==> src/rtl/regfile_mp_pkg.sv <==
`default_nettype none
// ============================================================================
// Module   : regfile_mp_pkg
// Purpose  : Shared defaults and flattened-bus slice helpers for regfile_mp.
// Revision : 1.0 - initial release
// ============================================================================
package regfile_mp_pkg;

    localparam int C_DEFAULT_XLEN  = 32;
    localparam int C_DEFAULT_NREGS = 32;

    // Low bit of port idx inside a bus of width-sized fields packed LSB-first.
    function automatic int unsigned slice_lo(input int unsigned idx, input int unsigned width);
        return idx * width;
    endfunction

endpackage
`default_nettype wire

==> src/rtl/regfile_mp_fwd.sv <==
`default_nettype none
// ============================================================================
// Module   : regfile_mp_fwd
// Purpose  : Per-read-port write bypass and busy override (combinational).
//            Active only when REGFILE_MP_BYPASS_EN is defined; else pass-through.
// Revision : 1.0 - initial release
// ============================================================================
module regfile_mp_fwd
    import regfile_mp_pkg::*;
#(
    parameter int XLEN = C_DEFAULT_XLEN,
    parameter int AW   = 5,
    parameter int NWR  = 1
) (
    input  logic [AW-1:0]       i_ra,
    input  logic [XLEN-1:0]     i_rd_reg,
    input  logic                i_busy_reg,
    input  logic [NWR-1:0]      i_we,
    input  logic [NWR*AW-1:0]   i_wa,
    input  logic [NWR*XLEN-1:0] i_wd,
    input  logic                i_bs_en,
    input  logic [AW-1:0]       i_bs_addr,
    output logic [XLEN-1:0]     o_rd,
    output logic                o_rs_busy
);

`ifdef REGFILE_MP_BYPASS_EN
    always_comb begin
        o_rd      = i_rd_reg;
        o_rs_busy = i_busy_reg;
        // Ascending scan: the highest-index matching writer ends up on o_rd.
        for (int i = 0; i < NWR; i++) begin
            if (i_we[i] && (i_wa[slice_lo(i, AW) +: AW] == i_ra) && (i_ra != '0)) begin
                o_rd      = i_wd[slice_lo(i, XLEN) +: XLEN];
                o_rs_busy = i_bs_en && (i_bs_addr == i_ra);
            end
        end
    end
`else
    logic w_unused;

    assign o_rd      = i_rd_reg;
    assign o_rs_busy = i_busy_reg;
    assign w_unused  = ^{i_ra, i_we, i_wa, i_wd, i_bs_en, i_bs_addr};
`endif

endmodule
`default_nettype wire

==> src/rtl/regfile_mp.sv <==
`default_nettype none
// ============================================================================
// Module   : regfile_mp
// Purpose  : Multi-port integer register file with x0 hardwired to zero and a
//            per-register busy scoreboard. Optional bypass: REGFILE_MP_BYPASS_EN.
// Revision : 1.0 - initial release
// ============================================================================
module regfile_mp
    import regfile_mp_pkg::*;
#(
    parameter int XLEN  = C_DEFAULT_XLEN,
    parameter int NREGS = C_DEFAULT_NREGS,
    parameter int NRD   = 2,
    parameter int NWR   = 1,
    parameter int AW    = $clog2(NREGS)
) (
    input  logic                clk,
    input  logic                rst,
    input  logic [NWR-1:0]      we,
    input  logic [NWR*AW-1:0]   wa,
    input  logic [NWR*XLEN-1:0] wd,
    input  logic [NRD*AW-1:0]   ra,
    output logic [NRD*XLEN-1:0] rd,
    input  logic                bs_en,
    input  logic [AW-1:0]       bs_addr,
    output logic [NRD-1:0]      rs_busy
);

    logic [XLEN-1:0]  r_regs_q [NREGS];
    logic [XLEN-1:0]  w_regs_d [NREGS];
    logic [NREGS-1:0] r_busy_q;
    logic [NREGS-1:0] w_busy_d;

    // Ascending port order lets the highest-index writer win a conflict; the
    // busy set comes after the clears because a new producer supersedes.
    always_comb begin
        w_regs_d = r_regs_q;
        w_busy_d = r_busy_q;
        for (int i = 0; i < NWR; i++) begin
            if (we[i] && (wa[slice_lo(i, AW) +: AW] != '0)) begin
                w_regs_d[wa[slice_lo(i, AW) +: AW]] = wd[slice_lo(i, XLEN) +: XLEN];
                w_busy_d[wa[slice_lo(i, AW) +: AW]] = 1'b0;
            end
        end
        if (bs_en && (bs_addr != '0)) begin
            w_busy_d[bs_addr] = 1'b1;
        end
        w_regs_d[0] = '0;
        w_busy_d[0] = 1'b0;
    end

    always_ff @(posedge clk) begin
        if (rst) begin
            for (int k = 0; k < NREGS; k++) begin
                r_regs_q[k] <= '0;
            end
            r_busy_q <= '0;
        end else begin
            r_regs_q <= w_regs_d;
            r_busy_q <= w_busy_d;
        end
    end

    for (genvar j = 0; j < NRD; j++) begin : g_rd
        logic [AW-1:0]   w_addr;
        logic [XLEN-1:0] w_rd_reg;
        logic            w_busy_reg;

        assign w_addr     = ra[slice_lo(j, AW) +: AW];
        assign w_rd_reg   = (w_addr == '0) ? '0 : r_regs_q[w_addr];
        assign w_busy_reg = (w_addr != '0) && r_busy_q[w_addr];

        regfile_mp_fwd #(
            .XLEN (XLEN),
            .AW   (AW),
            .NWR  (NWR)
        ) u_fwd (
            .i_ra       (w_addr),
            .i_rd_reg   (w_rd_reg),
            .i_busy_reg (w_busy_reg),
            .i_we       (we),
            .i_wa       (wa),
            .i_wd       (wd),
            .i_bs_en    (bs_en),
            .i_bs_addr  (bs_addr),
            .o_rd       (rd[slice_lo(j, XLEN) +: XLEN]),
            .o_rs_busy  (rs_busy[j])
        );
    end

endmodule
`default_nettype wire
==> config.mk <==
export PLATFORM = sky130hd
export DESIGN_NAME = regfile_mp
export DESIGN_NICKNAME = d
export VERILOG_FILES = /design/src/rtl/regfile_mp_pkg.sv /design/src/rtl/regfile_mp_fwd.sv /design/src/rtl/regfile_mp.sv
export SDC_FILE = /design/constraint.sdc
export NUM_CORES = 2
export LEC_CHECK = 0
export ABC_AREA = 1
export BUFFER_PORTS_ARGS = -buffer_cell sky130_fd_sc_hd__buf_4
export CAP_MARGIN = 20
export CELL_PAD_IN_SITES_DETAIL_PLACEMENT = 1
export CELL_PAD_IN_SITES_GLOBAL_PLACEMENT = 2
export CORE_MARGIN = 2
export CORE_UTILIZATION = 36
export DETAILED_ROUTE_END_ITERATION = 8
export PLACE_DENSITY = 0.9
export SLEW_MARGIN = 20
export SYNTH_ARGS = -nofsm -noshare
export SYNTH_HDL_FRONTEND = slang
export SYNTH_HIERARCHICAL = 1
export SYNTH_SLANG_ARGS = --single-unit
==> constraint.sdc <==
create_clock -name clk -period 1.6 [get_ports clk]
set_input_delay 0.08 -clock clk [delete_from_list [all_inputs] [get_ports clk]]
set_output_delay 0.08 -clock clk [all_outputs]
set_load 0.01 [all_outputs]
==> results.json <==
{
  "status": "complete, but fails checks",
  "violations": "hold timing, setup timing",
  "synth-xor-area-share": 0,
  "gp_congestion": 0.957,
  "firstDrtPassIters": 7,
  "stdcell_count": 11224,
  "area_growth_pct": 32.8,
  "portBuffers": 121,
  "nets": 9008,
  "ir_drop_mv": 0.912,
  "path_max_fanout": 2,
  "worst_slew_pin_slew_ns": 0.530,
  "fp-row-count": 148,
  "clock_latency_ns": 0.78,
  "wl_met2_um": 134000,
  "wl_met1_um": 118000,
  "dp_hpwl_um": 196000,
  "powerDensity_nw_per_um2": 875,
  "cts_max_level": 3,
  "hold_violations": 15,
  "drc": 0,
  "maxCapViolations": 0,
  "start_util": 0.361,
  "antenna_found_initial": 2,
  "synth_nets": 8818,
  "routed_wl_um": 297000,
  "syn_area_um2": 58600,
  "max_freq_mhz": 459,
  "synth_seq_area_share": 0.349,
  "cts_root_buffer": "clkbuf_16",
  "core_um2": 162000,
  "drive_above_1_share": 0.333,
  "vias": 66902,
  "finClkSkew_ns": 0,
  "grt_pass1_vias": 68724,
  "cts_made_buffers": 120,
  "grt_pass1_wl_um": 433000,
  "p_leak_nw": 30.1,
  "grt_usage": 0.337,
  "synth_simple_gate_area_frac": 0.362,
  "dieArea_um2": 166000,
  "cp_common_cell": "nand2_2",
  "postSynthAreaPerCell_um2": 6.69,
  "cts_tree": "yes",
  "worst_setup_path_start_kind": "flip-flop",
  "finalSetupViolations": 66,
  "path_buf_inv": 3,
  "synth_top_family_by_area": "simple AND/OR/NAND/NOR gates",
  "crit_type": "flip-flop to output pin",
  "die_h_um": 408,
  "slowest_stage": "dfxtp_2",
  "drv_slew": 0,
  "fin_hold_ws_ns": -0.0870,
  "final_common_cell": "nand2_1",
  "grt_setup_unrepaired": "yes",
  "diodes": 0,
  "synth.area.mux_share": 0,
  "clockBufferDepth": 3,
  "synth_compound_area_frac": 0.184,
  "cts_sinks": 1023,
  "worstPathCellList": "inv_2 > nand2_2 > nand3_2 > nand3_2 > nand3_2 > nand2_2 > nand2_2 > nand2_2 > buf_8 > buf_6",
  "synthAdderAreaFrac": 0,
  "die_x_um": 408,
  "min_period_ns": 2.18,
  "top_layer": "met5",
  "fin_util": 0.480,
  "cp-end-kind": "output pin",
  "drtAntennaViolNets": 0,
  "cp_top_family": "simple AND/OR/NAND/NOR gates",
  "required_ns": 1.52,
  "min_path_type": "primary input to flip-flop",
  "postSynthCellCount": 8762,
  "fin_ws_ns": -0.577,
  "yosysWarnings": 6,
  "worstPathArrival_ns": 2.10,
  "maxSlewHeadroom": 0.647,
  "layout_common_cells": "nand2_1 (1924), nor2_1 (1186), nand3_1 (1036), a211oi_1 (602), dfxtp_1 (532)",
  "post-route-period-util": 1.36,
  "routed-wl-met3_um": 23800,
  "drt_iter0_drc": 6294,
  "viasPerCell": 5.96,
  "ys_seq_elements": 1023,
  "overflow": 0,
  "slowest_delay_ns": 0.36,
  "clkTransAtPathRegs_ns": 0.06,
  "place_inst": 10897,
  "avgRoutedWirePerCell_um": 26.4,
  "yosys.cell_types.count": 28,
  "grt_max_degree": 70,
  "ios": 122
}
==> cells in the mapped netlist (all sizes together) <==
library cell | n | area [µm²]
nand2 | 2221 | 8360
nand3 | 1527 | 7650
nor2 | 1254 | 5020
dfxtp | 1023 | 20500
a211oi | 960 | 9000
inv | 527 | 1980
clkbuf | 454 | 1700
buf | 424 | 2460
a21oi | 327 | 1640
o21ai | 25 | 125
nand4 | 9 | 146
nor3 | 7 | 56.3
clkinv | 3 | 11.3
and3 | 1 | 6.26
==> routing by layer <==
metal | track usage | vias up
met4 | 0.207 | 2
met5 | 0 | -
met3 | 0.0636 | 1052
met2 | 0.543 | 3077
met1 | 0.415 | 33324
li1 | - | 29447
==> tightest hold or removal path: cells and delay by family <==
family,cells,cell delay [ns]
compound gates,2,0.22
buf+inv,2,0.19
simple gates,1,0.16
==> timing repair <==
action | CTS | global route
setup endpoints to repair | 66 | 155
hold endpoints to repair | 815 | 1
buffers inserted | 24 | 34
hold buffers | 63 | 1
cloned | 0 | 1
pin swaps | 339 | 409
gates resized for setup | 995 | 765
==> cell families (layout without fill, tap and decap cells) <==
logic type      after synthesis  in the layout
simple gates               5019           5019
buf+inv                    1408           1695
compound gates             1312           1312
flops                      1023           1023
==> path summary, 6_finish.rpt <==
kind	cells past startpoint	slack, ns	start	end
max	10	-0.58	r_regs_q[562]	rd[18]
min	5	-0.09	wa[3]	r_busy_q[16]
max reg2reg	4	0.31	r_regs_q[803]	r_regs_q[803]
min reg2reg	2	0.47	r_regs_q[816]	r_regs_q[816]
==> report_power, final <==
| group | switching (W) | internal (W) |
|---|---|---|
| Clock | 0.0123 | 0.0169 |
| Sequential | 0.000242 | 0.0258 |
| Combinational | 0.00844 | 0.00446 |
| Total | 0.0210 | 0.0472 |
==> sequential cells by signal, summed over array words and instances (netlist names) <==
signal	flops
r_busy_q	31
r_regs_q	992
==> metrics by stage <==
stage               setup WS, ns  cell area, µm²  total power, W  setup TNS [ns]
floorplan                  0.202           58600          0.0321               0
detailed placement        -0.454           67400          0.0374          -18.16
CTS                       -0.554           75200          0.0673          -44.25
global placement          -0.436           67400          0.0372          -14.53
global route              -0.606           77900          0.0699          -32.44
finish                    -0.577           77900          0.0681          -29.97
==> final cells by class <==
cell class | count | area (µm²)
Clock buffer | 174 | 3470
Clock inverter | 45 | 627
Fill cell | 19715 | 84300
Inverter | 530 | 2050
Multi-Input combinational cell | 6331 | 36400
Sequential cell | 1023 | 21100
Tap cell | 2175 | 2720
Timing Repair Buffer | 946 | 11500
Note: power is estimated with default switching activity, not from simulation.
